$ cat src/rtl/vga_timing_pkg.sv
// Shared 800x600@72Hz timing constants and 8-bit RRR_GGG_BB colour constants.
// Pure declarations: no logic, no latency.
// Used by the timing driver, the test-pattern generator and the game logic.
package vga_timing_pkg;

    localparam int H_ACTIVE = 800;
    localparam int H_FP     = 56;
    localparam int H_SYNC   = 120;
    localparam int H_BP     = 64;
    localparam int H_TOTAL  = H_ACTIVE + H_FP + H_SYNC + H_BP;   // 1040

    localparam int V_ACTIVE = 600;
    localparam int V_FP     = 37;
    localparam int V_SYNC   = 6;
    localparam int V_BP     = 23;
    localparam int V_TOTAL  = V_ACTIVE + V_FP + V_SYNC + V_BP;   // 666

    // Sync regions are [START, END): END is the first count outside the pulse.
    localparam int H_SYNC_START = H_ACTIVE + H_FP;               // 856
    localparam int H_SYNC_END   = H_SYNC_START + H_SYNC;         // 976
    localparam int V_SYNC_START = V_ACTIVE + V_FP;               // 637
    localparam int V_SYNC_END   = V_SYNC_START + V_SYNC;         // 643

    localparam logic SYNC_POL = 1'b1;

    typedef logic [7:0] rgb_t;

    localparam rgb_t WHITE   = 8'hff;
    localparam rgb_t YELLOW  = 8'hfc;
    localparam rgb_t CYAN    = 8'h1f;
    localparam rgb_t GREEN   = 8'h1c;
    localparam rgb_t MAGENTA = 8'he3;
    localparam rgb_t RED     = 8'he0;
    localparam rgb_t BLUE    = 8'h03;
    localparam rgb_t BLACK   = 8'h00;

    // Colour of each 100-pixel vertical bar, left to right.
    function automatic rgb_t bar_colour(input logic [2:0] idx);
        case (idx)
            3'd0:    return WHITE;
            3'd1:    return YELLOW;
            3'd2:    return CYAN;
            3'd3:    return GREEN;
            3'd4:    return MAGENTA;
            3'd5:    return RED;
            3'd6:    return BLUE;
            default: return BLACK;
        endcase
    endfunction

endpackage

$ cat src/rtl/vga_test_pattern.sv
// Colour-bar test pattern with a one-pixel white border around the active area.
// Combinational: colour is valid in the same cycle as the coordinates.
// No backpressure; purely a function of x/y.
module vga_test_pattern
    import vga_timing_pkg::*;
#(
    parameter int H_ACTIVE = vga_timing_pkg::H_ACTIVE,
    parameter int V_ACTIVE = vga_timing_pkg::V_ACTIVE
) (
    input  logic [9:0] x,
    input  logic [9:0] y,
    output rgb_t       colour
);

    localparam logic [9:0] X_LAST = 10'(H_ACTIVE - 1);
    localparam logic [9:0] Y_LAST = 10'(V_ACTIVE - 1);

    // Border pixels override the bar colour; bars are 100 pixels wide.
    always_comb begin
        colour = bar_colour(3'(x / 10'd100));
        if (x == 10'd0 || x == X_LAST || y == 10'd0 || y == Y_LAST) begin
            colour = WHITE;
        end
    end

endmodule

$ cat src/rtl/vga_timing_drv.sv
// VGA timing generator (800x600@72 from 50 MHz, 1 px/clk) with colour output stage.
// Coordinates are combinational from the counters; hs/vs/rgb/de/frame_start lag them by 1 clock.
// No backpressure: the display consumes one pixel every clock. Optional: VGA_TEST_PATTERN_EN.
module vga_timing_drv
    import vga_timing_pkg::*;
#(
    parameter int   H_ACTIVE = vga_timing_pkg::H_ACTIVE,
    parameter int   H_FP     = vga_timing_pkg::H_FP,
    parameter int   H_SYNC   = vga_timing_pkg::H_SYNC,
    parameter int   H_BP     = vga_timing_pkg::H_BP,
    parameter int   V_ACTIVE = vga_timing_pkg::V_ACTIVE,
    parameter int   V_FP     = vga_timing_pkg::V_FP,
    parameter int   V_SYNC   = vga_timing_pkg::V_SYNC,
    parameter int   V_BP     = vga_timing_pkg::V_BP,
    parameter logic SYNC_POL = vga_timing_pkg::SYNC_POL
) (
    input  logic       clk,
    input  logic       rst_n,
    input  logic [7:0] vga_data,
    output logic [9:0] vga_xide,
    output logic [9:0] vga_yide,
    output logic       vga_hs,
    output logic       vga_vs,
    output logic [7:0] vga_rgb,
    output logic       vga_de,
    output logic       frame_start
);

    localparam logic [10:0] H_ACT   = 11'(H_ACTIVE);
    localparam logic [10:0] H_LAST  = 11'(H_ACTIVE + H_FP + H_SYNC + H_BP - 1);
    localparam logic [10:0] HS_BEG  = 11'(H_ACTIVE + H_FP);
    localparam logic [10:0] HS_FIN  = 11'(H_ACTIVE + H_FP + H_SYNC);
    localparam logic [9:0]  V_ACT   = 10'(V_ACTIVE);
    localparam logic [9:0]  V_LAST  = 10'(V_ACTIVE + V_FP + V_SYNC + V_BP - 1);
    localparam logic [9:0]  VS_BEG  = 10'(V_ACTIVE + V_FP);
    localparam logic [9:0]  VS_FIN  = 10'(V_ACTIVE + V_FP + V_SYNC);

    logic [10:0] h_cnt;
    logic [9:0]  v_cnt;
    logic        h_act;
    logic        v_act;
    logic        active;
    logic        hs_region;
    logic        vs_region;
    rgb_t        pix;

    // Pixel/line counters; the line counter only steps when the pixel counter wraps.
    always_ff @(posedge clk or negedge rst_n) begin
        if (!rst_n) begin
            h_cnt <= '0;
            v_cnt <= '0;
        end else if (h_cnt == H_LAST) begin
            h_cnt <= '0;
            v_cnt <= (v_cnt == V_LAST) ? '0 : v_cnt + 10'd1;
        end else begin
            h_cnt <= h_cnt + 11'd1;
        end
    end

    assign h_act     = (h_cnt < H_ACT);
    assign v_act     = (v_cnt < V_ACT);
    assign active    = h_act && v_act;
    assign hs_region = (h_cnt >= HS_BEG) && (h_cnt < HS_FIN);
    assign vs_region = (v_cnt >= VS_BEG) && (v_cnt < VS_FIN);

    // Coordinates are clamped to 0 in blanking so game logic never sees an out-of-range index.
    assign vga_xide = h_act ? h_cnt[9:0] : '0;
    assign vga_yide = v_act ? v_cnt : '0;

`ifdef VGA_TEST_PATTERN_EN
    rgb_t pattern;
    logic unused_vga_data;

    vga_test_pattern #(
        .H_ACTIVE (H_ACTIVE),
        .V_ACTIVE (V_ACTIVE)
    ) u_pattern (
        .x      (vga_xide),
        .y      (vga_yide),
        .colour (pattern)
    );

    assign pix             = pattern;
    assign unused_vga_data = ^vga_data;
`else
    assign pix = vga_data;
`endif

    // Output stage: everything the connector sees is registered, one clock behind the coordinates.
    always_ff @(posedge clk or negedge rst_n) begin
        if (!rst_n) begin
            vga_rgb     <= '0;
            vga_de      <= 1'b0;
            vga_hs      <= ~SYNC_POL;
            vga_vs      <= ~SYNC_POL;
            frame_start <= 1'b0;
        end else begin
            vga_rgb     <= active ? pix : '0;
            vga_de      <= active;
            vga_hs      <= hs_region ? SYNC_POL : ~SYNC_POL;
            vga_vs      <= vs_region ? SYNC_POL : ~SYNC_POL;
            frame_start <= (h_cnt == 11'd0) && (v_cnt == 10'd0);
        end
    end

endmodule
$ cat config.mk
export PLATFORM = sky130hd
export DESIGN_NAME = vga_timing_drv
export DESIGN_NICKNAME = d
export VERILOG_FILES = /design/src/rtl/vga_timing_pkg.sv /design/src/rtl/vga_test_pattern.sv /design/src/rtl/vga_timing_drv.sv
export SDC_FILE = /design/constraint.sdc
export NUM_CORES = 1
export LEC_CHECK = 0
export ABC_AREA = 1
export CORE_MARGIN = 4
export CORE_UTILIZATION = 56
export CTS_CLUSTER_DIAMETER = 50
export DETAILED_ROUTE_END_ITERATION = 8
export DONT_BUFFER_PORTS = 1
export PLACE_DENSITY_LB_ADDON = 0.08
export SYNTH_ARGS = -nofsm -noshare
export SYNTH_HDL_FRONTEND = slang
export SYNTH_SLANG_ARGS = --single-unit
export TNS_END_PERCENT = 10
$ cat constraint.sdc
create_clock -name clk -period 1.3 [get_ports clk]
set_input_delay 0.325 -clock clk [delete_from_list [all_inputs] [get_ports clk]]
set_output_delay 0.325 -clock clk [all_outputs]
set_load 0.01 [all_outputs]
==> impl_results.md <==
- Status: finished, violations left
- Violated checks: setup timing
- Setup ws final: -540 ps
- Syn Nets: 258
- Routed Antenna Nets: 0
- Mapped cell area: 1830 um2
- Avg Cell Area, Syn: 7.55 um2
- Initial antenna violation count: 0
- IO Port Bufs: 0
- Layout cells sized above 1: 40.8%
- Worst Path Max Fanout: 11
- Total Negative Setup Slacks: -12810 ps
- GR peak layer: met2
- CTS tree: yes
- Synthesis Warnings: 0
- Setup skew after layout: 11.0 ps
- Minimum clock period after layout: 1840 ps
- DR vias/cell: 5.32
- P_leak: 1.37 nW
- CTS Sinks: 33
- Die Area: 4240 um2
- Final Hold Vio Count: 0
- Die H: 65.1 um
- Final setup vio count: 46
- Via Count: 1826
- Most frequent cell after synthesis: nor2_1
- CTS Buffer Depth: 2
- Met2 Track Usage GR: 38.4%
- FP Rows: 20
- First-pass GRT wire length: 7730 um
- CP Launch Type: flop
- Pwr dens: 697 nW/um2
- Initial Util: 59.3%
- Drt first pass iters: 7
- Crit end category: output pin
- CTS buffer count: 5
- Dpl ws: -146 ps
- Vias in the first global route: 1723
- Peak supply drop: 0.923 mV
- Ys flop type: dfrtp_1
- Arrival time worst endpoint: 1510 ps
- Routed WL: 5380 um
- Syn-to-layout area delta: 47.3%
- Post-synthesis sequential area ratio: 45.2%
- Max Fclk: 544 MHz
- # diodes: 0
- M1 GR Usage: 32.0%
- Unique masters post-synth: 23
- Commonest cells in the netlist: 59 x nor2_1, 44 x inv_1, 36 x nand2_1, 33 x dfrtp_1, 14 x nand3_1
- Slew margin rel.: 80.2%
- Cells after Synth: 242
- Clk slew on worst S/H paths: 100 ps
- CP Data Required Time: 980 ps
- Slew Viols, Final: 0
- # DRC: 0
- Final Instance Area: 2690 um2
- Layout Nets: 314
- 1st-iter DRT viols: 140
- H-Tree Depth: 2
- Gpl congestion: 0.866
- Crit Path Category: flop to output pin
- Gr usage total: 24.1%
- DP HPWL: 3320 um
- Placed cell areas: 2330 um2
- Synth area leader: dfrtp_1
- Worst-Skew Late Latency: 350 ps
- Core area: 3080 um2
- Grt ovf: 0
- DR WL/cell: 15.7 um
- Flops & latches, synth: 33
- Max cap viols: 0
- Top cell type's share of synthesized area: 45.2%
- Hold Path Class: primary input to flop
- R2R Setup Slk: -330 ps
- I/O Pins: 42
- Dominant cells by area after synthesis: dfrtp_1 45%, nor2_1 12%, inv_1 9.0%
- Root buffer cell: clkbuf_4
- Largest net degree at the start of global routing: 34
- GR Util met3: 6.50%
- Unrepaired setup endpoints after global routing: yes
- Post-synthesis async set-or-reset flop share: 100%
- Fin crit share: 142%
- Die W: 65.1 um
- Number of flops mapped to enable cells by yosys: 0
- Worst-margin pin slew: 294 ps
## cell families after synthesis
kind of cell	after synthesis	share of synthesized area [%]
buffers and inverters	50	10.8
flip-flops	33	45.2
AND/OR/NAND/NOR	129	30.5
adder cells (fa/ha/maj)	6	4.11
XOR/XNOR	10	4.79
AO/OA/AOI/OAI	14	4.59
## repair_timing
action                                  4_1_cts  5_1_grt
endpoints found under the setup margin       45       50
gates cloned                                  0        0
hold buffers                                  2        0
hold endpoints to repair                     33        0
resized for setup                            34       33
pin swaps                                     1        3
buffers inserted                              1        1
## flip-flops by register name, indices dropped and copies added, names as in the netlist
| signal | count |
|---|---|
| vga_de | 1 |
| frame_start | 1 |
| vga_hs | 1 |
| vga_vs | 1 |
| h_cnt | 11 |
| v_cnt | 10 |
| vga_rgb | 8 |
## metal layers
layer | part of all wire, % | routed length (um)
met5 | 0 | 0
met2 | 48 | 2580
met1 | 40 | 2130
met4 | 3.1 | 167
met3 | 9.4 | 506
## worst max-delay path, cell delays in order, from the launching register on
cell and delay (ps):
dfrtp_1 450, nand2_1 100, inv_1 70, a21oi_2 160, bufinv_8 250, nor2_4 120
## report_power, final
| group | switching, W | internal (W) | leakage (nW) |
|---|---|---|---|
| combinational | 0.0000265 | 0.0000139 | 0.906 |
| sequential | 0.0000117 | 0.00104 | 0.421 |
| clock | 0.000379 | 0.000407 | 0.0414 |
## per-stage QoR
stage | instances | util, % | hold slack [ps] | power (W)
CTS | 342 | 83.5 | 57.6 | 0.00189
global placement | 331 | 75.8 | 30.3 | 0.00108
floorplan | 242 | - | 29.4 | 0.00108
global route | 343 | 87.4 | 53.8 | 0.00195
finish | 343 | 87.4 | 70.9 | 0.00188
detailed placement | 331 | 75.8 | 30.4 | 0.00108
## path summary, 6_finish.rpt
path / from / to / depth (start not counted)
worst max-delay path: h_cnt[9] / vga_xide[6] / 5
worst min-delay path: vga_data[1] / vga_rgb[1] / 2
worst max register to register: h_cnt[9] / vga_rgb[4] / 9
worst min register to register: h_cnt[0] / h_cnt[0] / 2
max in group asynchronous: rst_n / h_cnt[2] / 2
min in group asynchronous: rst_n / vga_hs / 2
## cell type report
| class | count | area (um2) |
|---|---|---|
| multi-input cells | 159 | 1080 |
| flip-flops and latches | 33 | 828 |
| repair buffers | 52 | 453 |
| fillers | 152 | 387 |
| inverters | 47 | 195 |
| well taps | 44 | 55.1 |
| clock inverters | 3 | 46.3 |
| clock buffers | 5 | 37.5 |
## placed cells by master, fill, tap and decap left out, drive strengths merged
cell         netlist  layout
or2                1       1
clkinvlp           0       1
dfrtp             33      33
inv               47      46
nor3               7       7
clkinv             0       1
xor2              10      10
nor2              60      60
clkbuf             0       5
ha                 6       6
o21ai              8       8
nand3             15      15
dlygate4sd3        0       1
nor3b              1       1
bufinv             0       2
nand4              6       6
o21a               1       1
nand2             39      39
buf                3      51
a21oi              5       5
Power figures use the tool's default switching activity.
